--- src/rtl/riscv_pkg.sv ---
// Shared integer-core definitions: data width, register-file geometry and
// small enums used by the register-file write-back path.
package riscv_pkg;

  localparam int unsigned XLEN   = 32;
  localparam int unsigned REG_AW = 5;
  localparam int unsigned NREG   = 32;

  typedef logic [REG_AW-1:0] reg_addr_t;

  // Which requester won the most recent round-robin transfer.
  typedef enum logic {
    RR_LAST_A = 1'b0,
    RR_LAST_B = 1'b1
  } rr_last_e;

endpackage

--- src/rtl/rr_arb2.sv ---
// Two-input round-robin arbiter: one-hot grant from valid requests; on a tie
// the requester that did not win last is granted. Pointer moves on grant_taken.
module rr_arb2
  import riscv_pkg::*;
(
  input  logic       clk,
  input  logic       rst_n,
  input  logic [1:0] req,
  input  logic       grant_taken,
  output logic [1:0] grant
);

  rr_last_e last_q;
  rr_last_e last_d;

  always_comb begin
    grant = req;
    if (req == 2'b11) begin
      grant = (last_q == RR_LAST_B) ? 2'b01 : 2'b10;
    end
  end

  always_comb begin
    last_d = last_q;
    if (grant_taken && grant[0]) begin
      last_d = RR_LAST_A;
    end else if (grant_taken && grant[1]) begin
      last_d = RR_LAST_B;
    end
  end

  always_ff @(posedge clk or negedge rst_n) begin
    if (!rst_n) begin
      last_q <= RR_LAST_B;
    end else begin
      last_q <= last_d;
    end
  end

endmodule

--- src/rtl/regfile_wb_ctrl.sv ---
// Register-file write-back controller: arbitrates ALU (A) and load (B) writes
// onto one registered write port and tracks outstanding writes for decode.
module regfile_wb_ctrl #(
  parameter int unsigned XLEN = riscv_pkg::XLEN,
  parameter int unsigned NREG = riscv_pkg::NREG
) (
  input  logic            clk,
  input  logic            rst_n,
  input  logic            a_valid,
  output logic            a_ready,
  input  logic [4:0]      a_rd,
  input  logic [XLEN-1:0] a_wd,
  input  logic            b_valid,
  output logic            b_ready,
  input  logic [4:0]      b_rd,
  input  logic [XLEN-1:0] b_wd,
  input  logic            iss_valid,
  input  logic [4:0]      iss_rd,
  input  logic [4:0]      rs1,
  input  logic [4:0]      rs2,
  output logic            stall,
  output logic            we,
  output logic [4:0]      rd,
  output logic [XLEN-1:0] wd
);

  logic [1:0]          grant;
  logic                xfer;
  riscv_pkg::reg_addr_t win_rd;
  logic [XLEN-1:0]     win_wd;

  logic                we_q, we_d;
  riscv_pkg::reg_addr_t rd_q, rd_d;
  logic [XLEN-1:0]     wd_q, wd_d;
  logic [NREG-1:0]     busy_q, busy_d;

  rr_arb2 u_arb (
    .clk         (clk),
    .rst_n       (rst_n),
    .req         ({b_valid, a_valid}),
    .grant_taken (xfer),
    .grant       (grant)
  );

  // Readies are forced low while reset is held so nothing is accepted then.
  assign a_ready = grant[0] & rst_n;
  assign b_ready = grant[1] & rst_n;
  assign xfer    = a_ready | b_ready;

  always_comb begin
    win_rd = grant[1] ? b_rd : a_rd;
    win_wd = grant[1] ? b_wd : a_wd;
  end

  always_comb begin
    we_d = 1'b0;
    rd_d = rd_q;
    wd_d = wd_q;
    if (xfer) begin
      we_d = (win_rd != '0);
      rd_d = win_rd;
      wd_d = win_wd;
    end
  end

  // Clear applies first so a same-edge issue to that register keeps it busy.
  always_comb begin
    busy_d = busy_q;
    if (we_q) begin
      busy_d[rd_q] = 1'b0;
    end
    if (iss_valid && (iss_rd != '0)) begin
      busy_d[iss_rd] = 1'b1;
    end
    busy_d[0] = 1'b0;
  end

  always_comb begin
    stall = busy_q[rs1] | busy_q[rs2];
  end

  always_ff @(posedge clk or negedge rst_n) begin
    if (!rst_n) begin
      we_q   <= 1'b0;
      rd_q   <= '0;
      wd_q   <= '0;
      busy_q <= '0;
    end else begin
      we_q   <= we_d;
      rd_q   <= rd_d;
      wd_q   <= wd_d;
      busy_q <= busy_d;
    end
  end

  assign we = we_q;
  assign rd = rd_q;
  assign wd = wd_q;

endmodule

--- config.mk ---
export PLATFORM = sky130hd
export DESIGN_NAME = regfile_wb_ctrl
export DESIGN_NICKNAME = d
export VERILOG_FILES = /design/src/rtl/riscv_pkg.sv /design/src/rtl/rr_arb2.sv /design/src/rtl/regfile_wb_ctrl.sv
export SDC_FILE = /design/constraint.sdc
export NUM_CORES = 1
export LEC_CHECK = 0
export BUFFER_PORTS_ARGS = -buffer_cell sky130_fd_sc_hd__buf_2
export CAP_MARGIN = 40
export CORE_ASPECT_RATIO = 0.8
export CORE_MARGIN = 8
export CORE_UTILIZATION = 39
export DETAILED_ROUTE_END_ITERATION = 10
export PLACE_DENSITY = 0.65
export SYNTH_ARGS = -nofsm -noshare
export SYNTH_HDL_FRONTEND = slang
export SYNTH_SLANG_ARGS = --single-unit
--- constraint.sdc ---
create_clock -name clk -period 4.31 [get_ports clk]
set_input_delay 1.293 -clock clk [delete_from_list [all_inputs] [get_ports clk]]
set_output_delay 1.293 -clock clk [all_outputs]
set_load 0.005 [all_outputs]
==> results.py <==
metrics = {
    "run_status": {
        "status": "completed",
    },
    "route": {
        "viasPerCell": 5.52,
        "dr_wl_met3_um": 840,
        "first_pass_iters": 5,
        "wl_met1_um": 4380,
        "maxUsedRoutingLayer": "met4",
        "routed_wl_um": 11100,
        "routedWlPerCell_um": 18.5,
        "drtIter0Drc": 226,
        "vias": 3298,
        "ant_nets": 0,
        "drc": 0,
        "wl_met2_um": 5670,
    },
    "power": {
        "switchingPower_uw": 667,
        "seqPwrFrac_pct": 44.1,
        "ir_drop_uv": 227,
        "p_clk_share_pct": 32.3,
        "p_per_area_nw_per_um2": 472,
        "internal-power_mw": 1.57,
        "p_sw_share_pct": 29.8,
        "p_comb_share_pct": 23.6,
        "power.static_leakage_nw": 2.14,
    },
    "clocking": {
        "numClockSinks": 70,
        "cts_buffers": 9,
        "cts_tree": "yes",
        "clock_path_buffers": 2,
        "postCtsHoldBufs": 0,
        "clock_latency_ns": 0.33,
        "path_clk_slew_ns": 0.05,
        "cts_root_buf": "clkbuf_16",
        "cts_setup_buffers": 0,
        "ctsHtreeMaxLevel": 3,
    },
    "timing": {
        "max_freq_ghz": 0.240,
        "worst_pin_slew_ns": 0.761,
        "fin_skew_ns": 0.00631,
        "setup_viol": 0,
        "relSlewSlack_pct": 49.3,
        "final-max-slew-violation-count": 0,
        "fin_crit_sh_pct": 96.8,
        "finalCriticalPeriod_ns": 4.17,
        "hold_viol": 0,
        "rsz0062_at_grt": "no",
        "setup_tns_ns": 0,
    },
    "worst_setup_path": {
        "cp-start-kind": "input pin",
        "worstPathArrival_ns": 2.88,
        "worstRegToRegCells": 4,
        "setup.worst_path.class": "input pin to output pin",
        "crit_fanout": 12,
        "endpoint_kind": "output pin",
        "cp.required_ns": 3.02,
    },
    "floorplanning": {
        "die_y_um": 103,
        "rows": 31,
        "core_area_um2": 9110,
        "dieArea_um2": 12800,
        "ioPinCount": 135,
        "die_x_um": 125,
        "initial_core_util_pct": 40.5,
    },
    "synthesis": {
        "synth_top_area_share_pct": 46.8,
        "synth_fp_nets": 444,
        "yosys_warnings": 0,
        "syn_avg_cell_area_um2": 10.5,
        "yosys.cell_count.top_type": "o21ai_0",
        "ys_types": 35,
        "ys_seq_area_share_pct": 47.5,
        "netlist_top_cells_count": "100 x o21ai_0, 69 x dfrtp_1, 44 x nand2_1",
        "synth_area_um2": 3690,
        "synthCells": 350,
        "ys_top_cells_by_area": "dfrtp_1 47%, o21ai_0 14%, mux2i_1 11%",
        "synth_largest_area_cell": "dfrtp_1",
        "synth_edf_count": 0,
        "ys_ff_latch": 70,
        "synthFlopType": "dfrtp_1",
        "synthArstFlopShare_pct": 100,
    },
    "global_route": {
        "grtUsageTotal_pct": 17.8,
        "overflow": 0,
        "grt_pass1_vias": 3415,
        "grt_max_degree": 62,
        "antenna_found_initial": 0,
        "grt_pass1_wl_um": 18200,
    },
    "placement": {
        "dp_hpwl_um": 8400,
        "numPortBuffers": 134,
        "place_inst": 582,
        "gp_congestion": 0.877,
    },
    "cells_and_area": {
        "final_cell_count_no_fill": 598,
        "antennaDiodeCount": 0,
        "syn2layout_area_growth_pct": 28.8,
        "layout-drive-gt1-share_pct": 35.8,
        "fin_nets": 572,
    },
    "hold_path": {
        "whs_path_depth": 2,
        "hp-class": "register to register",
    },
    "flow_run": {
        "cap_violations": 0,
    },
}
metal layers:
layer / vias to the layer above / GRT usage [%]
met3: 20 / 5.60
li1: 1551 / -
met5: - / 0
met1: 1598 / 20.7
met4: 0 / 6.93
met2: 129 / 30.6
cells in the final DEF (no fill, tap or decap), types with 2 or more instances in the layout:
| cell | netlist | layout |
|---|---|---|
| clkbuf_1 | 13 | 4 |
| a221oi_1 | 2 | 2 |
| or3_1 | 2 | 2 |
| mux2i_1 | 42 | 42 |
| mux4_1 | 3 | 3 |
| nor2_1 | 9 | 9 |
| and2_1 | 2 | 2 |
| dfrtp_1 | 69 | 69 |
| mux4_2 | 12 | 12 |
| or3b_2 | 4 | 4 |
| nor2b_1 | 2 | 2 |
| o21ai_0 | 100 | 99 |
| nand2b_1 | 2 | 2 |
| nand2_1 | 44 | 44 |
| a2111oi_0 | 2 | 2 |
| buf_2 | 6 | 133 |
| nand3b_1 | 10 | 10 |
| nand3_1 | 4 | 4 |
| o221ai_1 | 2 | 2 |
| buf_4 | 1 | 4 |
| mux2_2 | 4 | 4 |
| clkbuf_16 | 0 | 9 |
| inv_1 | 2 | 2 |
path summary, 6_finish.rpt:
| check | start | slack (ns) | to |
|---|---|---|---|
| max | rs1[0] | 0.14 | stall |
| min | wd[24] | 0.47 | wd[24] |
| max reg2reg | u_arb.last_q | 2.70 | rd[4] |
| min reg2reg | wd[24] | 0.47 | wd[24] |
| max in group asynchronous | rst_n | 2.40 | busy_q[20] |
| min in group asynchronous | rst_n | 0.85 | rd[2] |
worst max-delay path: stages:
cell and delay (ns):
clkbuf_4 0.23, mux4_1 0.57, mux2i_1 0.15, o221ai_1 0.15
a221o_1 0.35, buf_2 0.14
metrics by stage:
step | util [%] | total power [mW] | worst slack, ns | instance area, µm² | hold slack (ns)
4_1_cts | 52.1 | 2.25 | 0.0707 | 4750 | 0.476
3_3_place_gp | 48.9 | 1.50 | 0.0987 | 4460 | 0.460
3_5_place_dp | 48.9 | 1.52 | 0.0770 | 4460 | 0.465
6_report | 52.1 | 2.24 | 0.138 | 4750 | 0.468
5_1_grt | 52.1 | 2.37 | 0.0562 | 4750 | 0.503
2_1_floorplan | - | 1.27 | 0.445 | 3690 | 0.473
flip-flops by register name (all words and copies together) (netlist names):
name	count
wd	32
busy_q	31
rd	5
u_arb.last_q	1
we	1
cell families after synthesis:
family          after synthesis  share of synthesized area, %
compound gates              112                          16.2
buf+inv                      23                          2.85
flops                        70                          47.5
mux                          61                          22.1
simple gates                 84                          11.3
layout make-up:
type                            count  area [µm²]
Fill cell                         826        4370
Clock buffer                       14         254
Multi-Input combinational cell    257        1850
Clock inverter                      2        35.0
Sequential cell                    70        1750
Inverter                            2        7.51
Tap cell                          115         144
Timing Repair Buffer              138         703
power groups by stage:
stage	clock (mW)	combinational, mW	sequential, mW
6_report	0.724	0.530	0.988
4_1_cts	0.735	0.535	0.981
2_1_floorplan	0	0.346	0.922
3_5_place_dp	0	0.532	0.989
3_3_place_gp	0	0.509	0.993
5_1_grt	0.766	0.593	1.01
what timing repair did:
item                                    CTS  global route
hold endpoints to repair                  0             0
endpoints found under the setup margin    0             1
gates resized for setup                   0             1
No activity file was read; power rests on OpenSTA's default activity.
